--- src/rtl/mem_io_bridge.sv ---
// mem_io_bridge: CPU memory port to async SRAM, plus one memory-mapped I/O word (switches/hex).
// Latency: WAIT_STATES+1 cycles for SRAM and 1 cycle for I/O; mem_ready is held until mem_mem_ena drops.
// Backpressure: one request at a time. Optional MEM_IO_ACC_CNT_EN adds the acc_cnt completed-access counter.
module mem_io_bridge #(
    parameter int                  DATA_WIDTH  = 16,
    parameter int                  ADDR_WIDTH  = 16,
    parameter int                  WAIT_STATES = 2,
    parameter logic [ADDR_WIDTH-1:0] IO_ADDR   = 16'hFFFF
) (
    input  logic                  clk,
    input  logic                  reset,
    input  logic                  mem_mem_ena,
    input  logic                  mem_wr_ena,
    input  logic [ADDR_WIDTH-1:0] mem_addr,
    input  logic [DATA_WIDTH-1:0] mem_wdata,
    output logic [DATA_WIDTH-1:0] mem_rdata,
    output logic                  mem_ready,
    output logic [ADDR_WIDTH-1:0] sram_addr,
    output logic [DATA_WIDTH-1:0] sram_wdata,
    input  logic [DATA_WIDTH-1:0] sram_rdata,
    output logic                  sram_ce_n,
    output logic                  sram_oe_n,
    output logic                  sram_we_n,
    input  logic [DATA_WIDTH-1:0] sw_i,
    output logic [DATA_WIDTH-1:0] hex_o
`ifdef MEM_IO_ACC_CNT_EN
    ,
    output logic [15:0]           acc_cnt
`endif
);

    typedef enum logic [1:0] {IDLE, ACCESS, HOLD} state_t;

    localparam bit         FAST     = (WAIT_STATES == 0);
    localparam logic [3:0] CNT_INIT = FAST ? 4'd0 : 4'(WAIT_STATES - 1);

    state_t                state_q, state_d;
    logic [3:0]            cnt_q, cnt_d;
    logic [ADDR_WIDTH-1:0] addr_q, addr_d;
    logic [DATA_WIDTH-1:0] wdata_q, wdata_d;
    logic                  wr_q, wr_d;
    logic [DATA_WIDTH-1:0] rdata_q, rdata_d;
    logic [DATA_WIDTH-1:0] hex_q, hex_d;
    logic [DATA_WIDTH-1:0] sw_meta_q, sw_meta_d;
    logic [DATA_WIDTH-1:0] sw_sync_q, sw_sync_d;

    always_comb begin
        state_d    = state_q;
        cnt_d      = cnt_q;
        addr_d     = addr_q;
        wdata_d    = wdata_q;
        wr_d       = wr_q;
        rdata_d    = rdata_q;
        hex_d      = hex_q;
        sw_meta_d  = sw_i;
        sw_sync_d  = sw_meta_q;
        mem_ready  = 1'b0;
        sram_addr  = addr_q;
        sram_wdata = wdata_q;
        sram_ce_n  = 1'b1;
        sram_oe_n  = 1'b1;
        sram_we_n  = 1'b1;
        case (state_q)
            IDLE: begin
                if (mem_mem_ena) begin
                    addr_d  = mem_addr;
                    wdata_d = mem_wdata;
                    wr_d    = mem_wr_ena;
                    if (mem_addr == IO_ADDR) begin
                        state_d = HOLD;
                        if (mem_wr_ena) hex_d   = mem_wdata;
                        else            rdata_d = sw_sync_q;
                    end else if (FAST) begin
                        // Zero-wait SRAM: strobe straight from the live request for this one cycle.
                        state_d    = HOLD;
                        sram_addr  = mem_addr;
                        sram_wdata = mem_wdata;
                        sram_ce_n  = 1'b0;
                        if (mem_wr_ena) begin
                            sram_we_n = 1'b0;
                        end else begin
                            sram_oe_n = 1'b0;
                            rdata_d   = sram_rdata;
                        end
                    end else begin
                        cnt_d   = CNT_INIT;
                        state_d = ACCESS;
                    end
                end
            end
            ACCESS: begin
                sram_ce_n = 1'b0;
                if (wr_q) sram_we_n = 1'b0;
                else      sram_oe_n = 1'b0;
                if (cnt_q == 4'd0) begin
                    if (!wr_q) rdata_d = sram_rdata;
                    state_d = HOLD;
                end else begin
                    cnt_d = cnt_q - 4'd1;
                end
            end
            HOLD: begin
                mem_ready = 1'b1;
                if (!mem_mem_ena) state_d = IDLE;
            end
            default: state_d = IDLE;
        endcase
    end

    always_ff @(posedge clk) begin
        if (!reset) begin
            state_q   <= IDLE;
            cnt_q     <= '0;
            addr_q    <= '0;
            wdata_q   <= '0;
            wr_q      <= 1'b0;
            rdata_q   <= '0;
            hex_q     <= '0;
            sw_meta_q <= '0;
            sw_sync_q <= '0;
        end else begin
            state_q   <= state_d;
            cnt_q     <= cnt_d;
            addr_q    <= addr_d;
            wdata_q   <= wdata_d;
            wr_q      <= wr_d;
            rdata_q   <= rdata_d;
            hex_q     <= hex_d;
            sw_meta_q <= sw_meta_d;
            sw_sync_q <= sw_sync_d;
        end
    end

    assign mem_rdata = rdata_q;
    assign hex_o     = hex_q;

`ifdef MEM_IO_ACC_CNT_EN
    logic [15:0] acc_cnt_q, acc_cnt_d;

    // Every completed access passes through exactly one entry into HOLD.
    always_comb begin
        acc_cnt_d = acc_cnt_q;
        if (state_q != HOLD && state_d == HOLD) acc_cnt_d = acc_cnt_q + 16'd1;
    end

    always_ff @(posedge clk) begin
        if (!reset) acc_cnt_q <= '0;
        else        acc_cnt_q <= acc_cnt_d;
    end

    assign acc_cnt = acc_cnt_q;
`endif

endmodule

--- config.mk ---
export PLATFORM = sky130hd
export DESIGN_NAME = mem_io_bridge
export DESIGN_NICKNAME = d
export VERILOG_FILES = /design/src/rtl/mem_io_bridge.sv
export SDC_FILE = /design/constraint.sdc
export NUM_CORES = 1
export LEC_CHECK = 0
export ABC_CLOCK_PERIOD_IN_PS = 2500
export BUFFER_PORTS_ARGS = -buffer_cell sky130_fd_sc_hd__buf_4
export CORE_MARGIN = 4
export CORE_UTILIZATION = 44
export CTS_CLUSTER_SIZE = 10
export DETAILED_ROUTE_END_ITERATION = 6
export PLACE_DENSITY_LB_ADDON = 0.05
export SYNTH_ARGS = -nofsm -noshare
export SYNTH_HDL_FRONTEND = slang
export SYNTH_SLANG_ARGS = --single-unit
export TNS_END_PERCENT = 5
--- constraint.sdc ---
create_clock -name clk -period 2.5 [get_ports clk]
set_input_delay 0.625 -clock clk [delete_from_list [all_inputs] [get_ports clk]]
set_output_delay 0.625 -clock clk [all_outputs]
set_load 0.01 [all_outputs]
==> impl_summary.txt <==
----------------------------------------------------
[Status]
  Run status ... finished, final reports clean

[Routing]
  Total detailed-routing wirelength ... around 9400 µm
  Number of nets still failing antenna checks after routing ... 0
  Highest layer used for signal routing ... met4
  Routed met2 length ... around 4300 µm
  TritonRoute pass-1 iters ... 4
  Total vias in the final route ... 3,236
  Post-detailed-route via-to-cell ratio ... 5.12
  Post-detailed-route DRC marker count ... 0
  Routed wirelength normalized by instance count ... ~15 µm
  Met3 Routed Length ... 791 µm
  Metal-1 WL ... just over 4000 µm
  Initial DRC Count ... 159

[Critical path]
  Endpoint class of the critical path ... flop
  Data arrival time of the critical path ... approximately 2.5 ns
  Slowest cell on crit path ... or3b_2
  Cells along the critical path ... inv_1 > ha_1 > or3b_2 > or3_1 > buf_4 > o31ai_4 > buf_12 > o221a_1
  Element type at the critical path start ... flop
  Crit Path Category ... flop to flop
  Maximum fanout encountered on the critical timing path ... 16
  Endpoint required time on the critical path ... between 2 and 3 ns
  Crit path largest cell delay ... ~0.50 ns

[Logic synthesis]
  Ys async rst share ... 0%
  Share of synthesized area occupied by flip-flops and latches ... 54.3%
  Net count of the mapped netlist ... ~460
  Total of warnings raised by yosys ... 0
  Most used standard cell by instance count after synthesis ... dfxtp_1
  Library cell with the largest summed area after synthesis ... dfxtp_1
  Area of the mapped netlist ... between 3000 and 4000 µm²
  Number of enable-type register cells in the synthesized netlist ... 0
  Leading cell types by count after synthesis ... 103 x dfxtp_1, 70 x nand2_1, 50 x a21boi_0
  Most used flip-flop cell after synthesis ... dfxtp_1
  Synth unique cells ... 34
  Area share of the largest cell type after synthesis ... between 50% and 60%
  Top cells by area in the synthesized netlist ... dfxtp_1 54%, a21boi_0 9.9%, nand2_1 6.9%
  Gate Count Post-Synth ... roughly 390
  FF+latch count, synth ... roughly 100
  Avg Synthesized Cell Area ... a little under 10 µm²

[Clock network]
  H-tree Lvls ... 3
  Clock latency of the later-clocked register in the worst-skew pair ... approximately 0.36 ns
  CTS buffer count ... 9
  Post-cts hold buffer count ... 0
  Post CTS Setup Buffer Count ... 0
  Register clock-pin slew on the reported worst setup and hold paths ... roughly 0.10 ns
  Cells resized by post-CTS repair ... 0
  Sink count of the clock tree ... approximately 100
  Number of buffers on the longest clock path ... 2
  Clk root buf ... clkbuf_8
  CTS tree ... yes

[Pwr]
  PnR Total Power ... approximately 0.0033 W
  LEAKAGE ... approximately 2.2 nW
  Worst voltage drop across the vdd grid ... about 0.00036 V
  Pwr/cell area ... 636 nW/µm²

[STA]
  Final setup violating endpoints ... 0
  Max Freq ... 455 MHz
  Count of final hold-check violations ... 0
  Unrepaired setup endpoints after global routing ... false
  Final worst path period share ... between 80% and 90%
  Clk_skew ... 0.0107 ns
  Worst Hold Slack ... between 0.4 and 0.5 ns
  Slew at the pin closest to its max-slew limit ... around 0.57 ns
  Worst slew slack as a fraction of its limit ... 62.3%
  Shortest period the worst path allows ... between 2 and 2.5 ns
  Max-slew violation count ... 0

[Placed design]
  GP Congestion ... just over 0.8
  Hpwl dp ... roughly 6700 µm
  Post-placement cell area ... between 4000 and 5000 µm²
  Buffers added on ports ... 135
  Instance count after placement with tap cells included ... between 600 and 700

[Die]
  Vertical die dimension ... about 100 µm
  Floorplan die area ... around 10,000 µm²
  Area of the core ... between 8000 and 9000 µm²
  Die outline width ... 101 µm
  Std cell rows ... 33
  Number of I/O pins ... between 100 and 150
  Initial cell density of the core ... a little under half

[Global routing]
  Number of antenna violations at the first check in global routing ... 0
  All-Layer GR Usage ... 18.2%
  Wire length of the first global-routing pass ... roughly 15,000 µm
  Maximum number of pins on one net before global-route repair ... just under 70
  Overflow after GRT ... 0
  Via count of the first global-routing pass ... just over 3k

[Layout]
  Cell area after layout ... 5140 µm²
  Growth of design area from synthesis to finish ... 35.5%
  Post-Route Utilization ... 62.0%
  Filler-free cell count of the finished design ... ~630
  Share of final-layout standard cells stronger than drive strength 1 ... 33.6%
  Antenna cell count ... 0
  Count of nets after finishing ... 592

[Worst hold path]
  Min-delay worst type ... flop to flop

[Job]
  Max-cap viol count ... 0

----------------------------------------------------
## worst max-delay path: cells and delay by family (launching register included)
family / cells / cell delay [ns]
AND/OR/NAND/NOR: 2 / 0.87
buffers and inverters: 3 / 0.50
flip-flops: 1 / 0.32
AO/OA/AOI/OAI: 2 / 0.26
adder cells (fa/ha/maj): 1 / 0.18
## report_power, final
part / switching [W] / internal, W / total, W / leakage, nW
clock: 0.000587 / 0.000386 / 0.000973 / 0.0956
combinational: 0.000238 / 0.000270 / 0.000508 / 1.24
sequential: 0.0000507 / 0.00174 / 0.00179 / 0.845
total: 0.000876 / 0.00239 / 0.00327 / 2.18
## sequential cells by signal, summed over array words and instances, names as in the netlist
register and flops:
sram_addr 16, hex_o 16, sram_wdata 16, mem_rdata 16, cnt_q 4, wr_q 1, sw_meta_q 16, state_q 2
sw_sync_q 16
## through the flow
| stage | setup slack [ns] | setup TNS (ns) |
|---|---|---|
| after floorplan | -0.0971 | -0.971 |
| after global placement | 0.0102 | 0 |
| after detailed placement | 0.0119 | 0 |
| after CTS | 0.309 | 0 |
| after global routing | 0.192 | 0 |
| final | 0.304 | 0 |
## cells in the final DEF (no fill, tap or decap), drive strengths merged, types with 2 or more instances in the layout
cell,instances
buf,151
nor2b,2
dfxtp,103
or3b,2
inv,9
a21boi,50
ha,2
nand4,21
nor4,2
clkinv,2
or3,2
and2,32
nor3,2
o221a,16
or4,2
nand2,70
o21a,17
clkbuf,9
o21ai,19
## metal layers
layer	track usage, %	vias to the layer above
li1	-	1623
met5	0	-
met1	23.6	1501
met4	6.34	0
met3	6.44	12
met2	28.3	100
## cell families after synthesis
| group | Yosys count | synth area share, % |
|---|---|---|
| AOI/OAI and AO/OA | 109 | 22.4 |
| adders and majority gates | 2 | 0.659 |
| buffers and inverters | 36 | 3.89 |
| DFF | 103 | 54.3 |
| and+or+nand+nor | 141 | 18.7 |
## worst paths after layout
check	from	endpoint	slack, ns	cells past startpoint
max	cnt_q[0]	mem_rdata[13]	0.30	8
min reg2reg	sw_meta_q[0]	sw_sync_q[0]	0.44	1
min	sw_meta_q[0]	sw_sync_q[0]	0.44	1
max reg2reg	cnt_q[0]	mem_rdata[13]	0.30	8
## area by class of cell
class                   instances  area, µm²
well taps                     105        131
repair buffers                151       1150
fillers                       744       3150
clock inverters                 7       63.8
clock buffers                   9        124
inverters                       5       18.8
multi-input cells             252       1600
flip-flops and latches        103       2060
No activity file was read; power rests on OpenSTA's default activity.
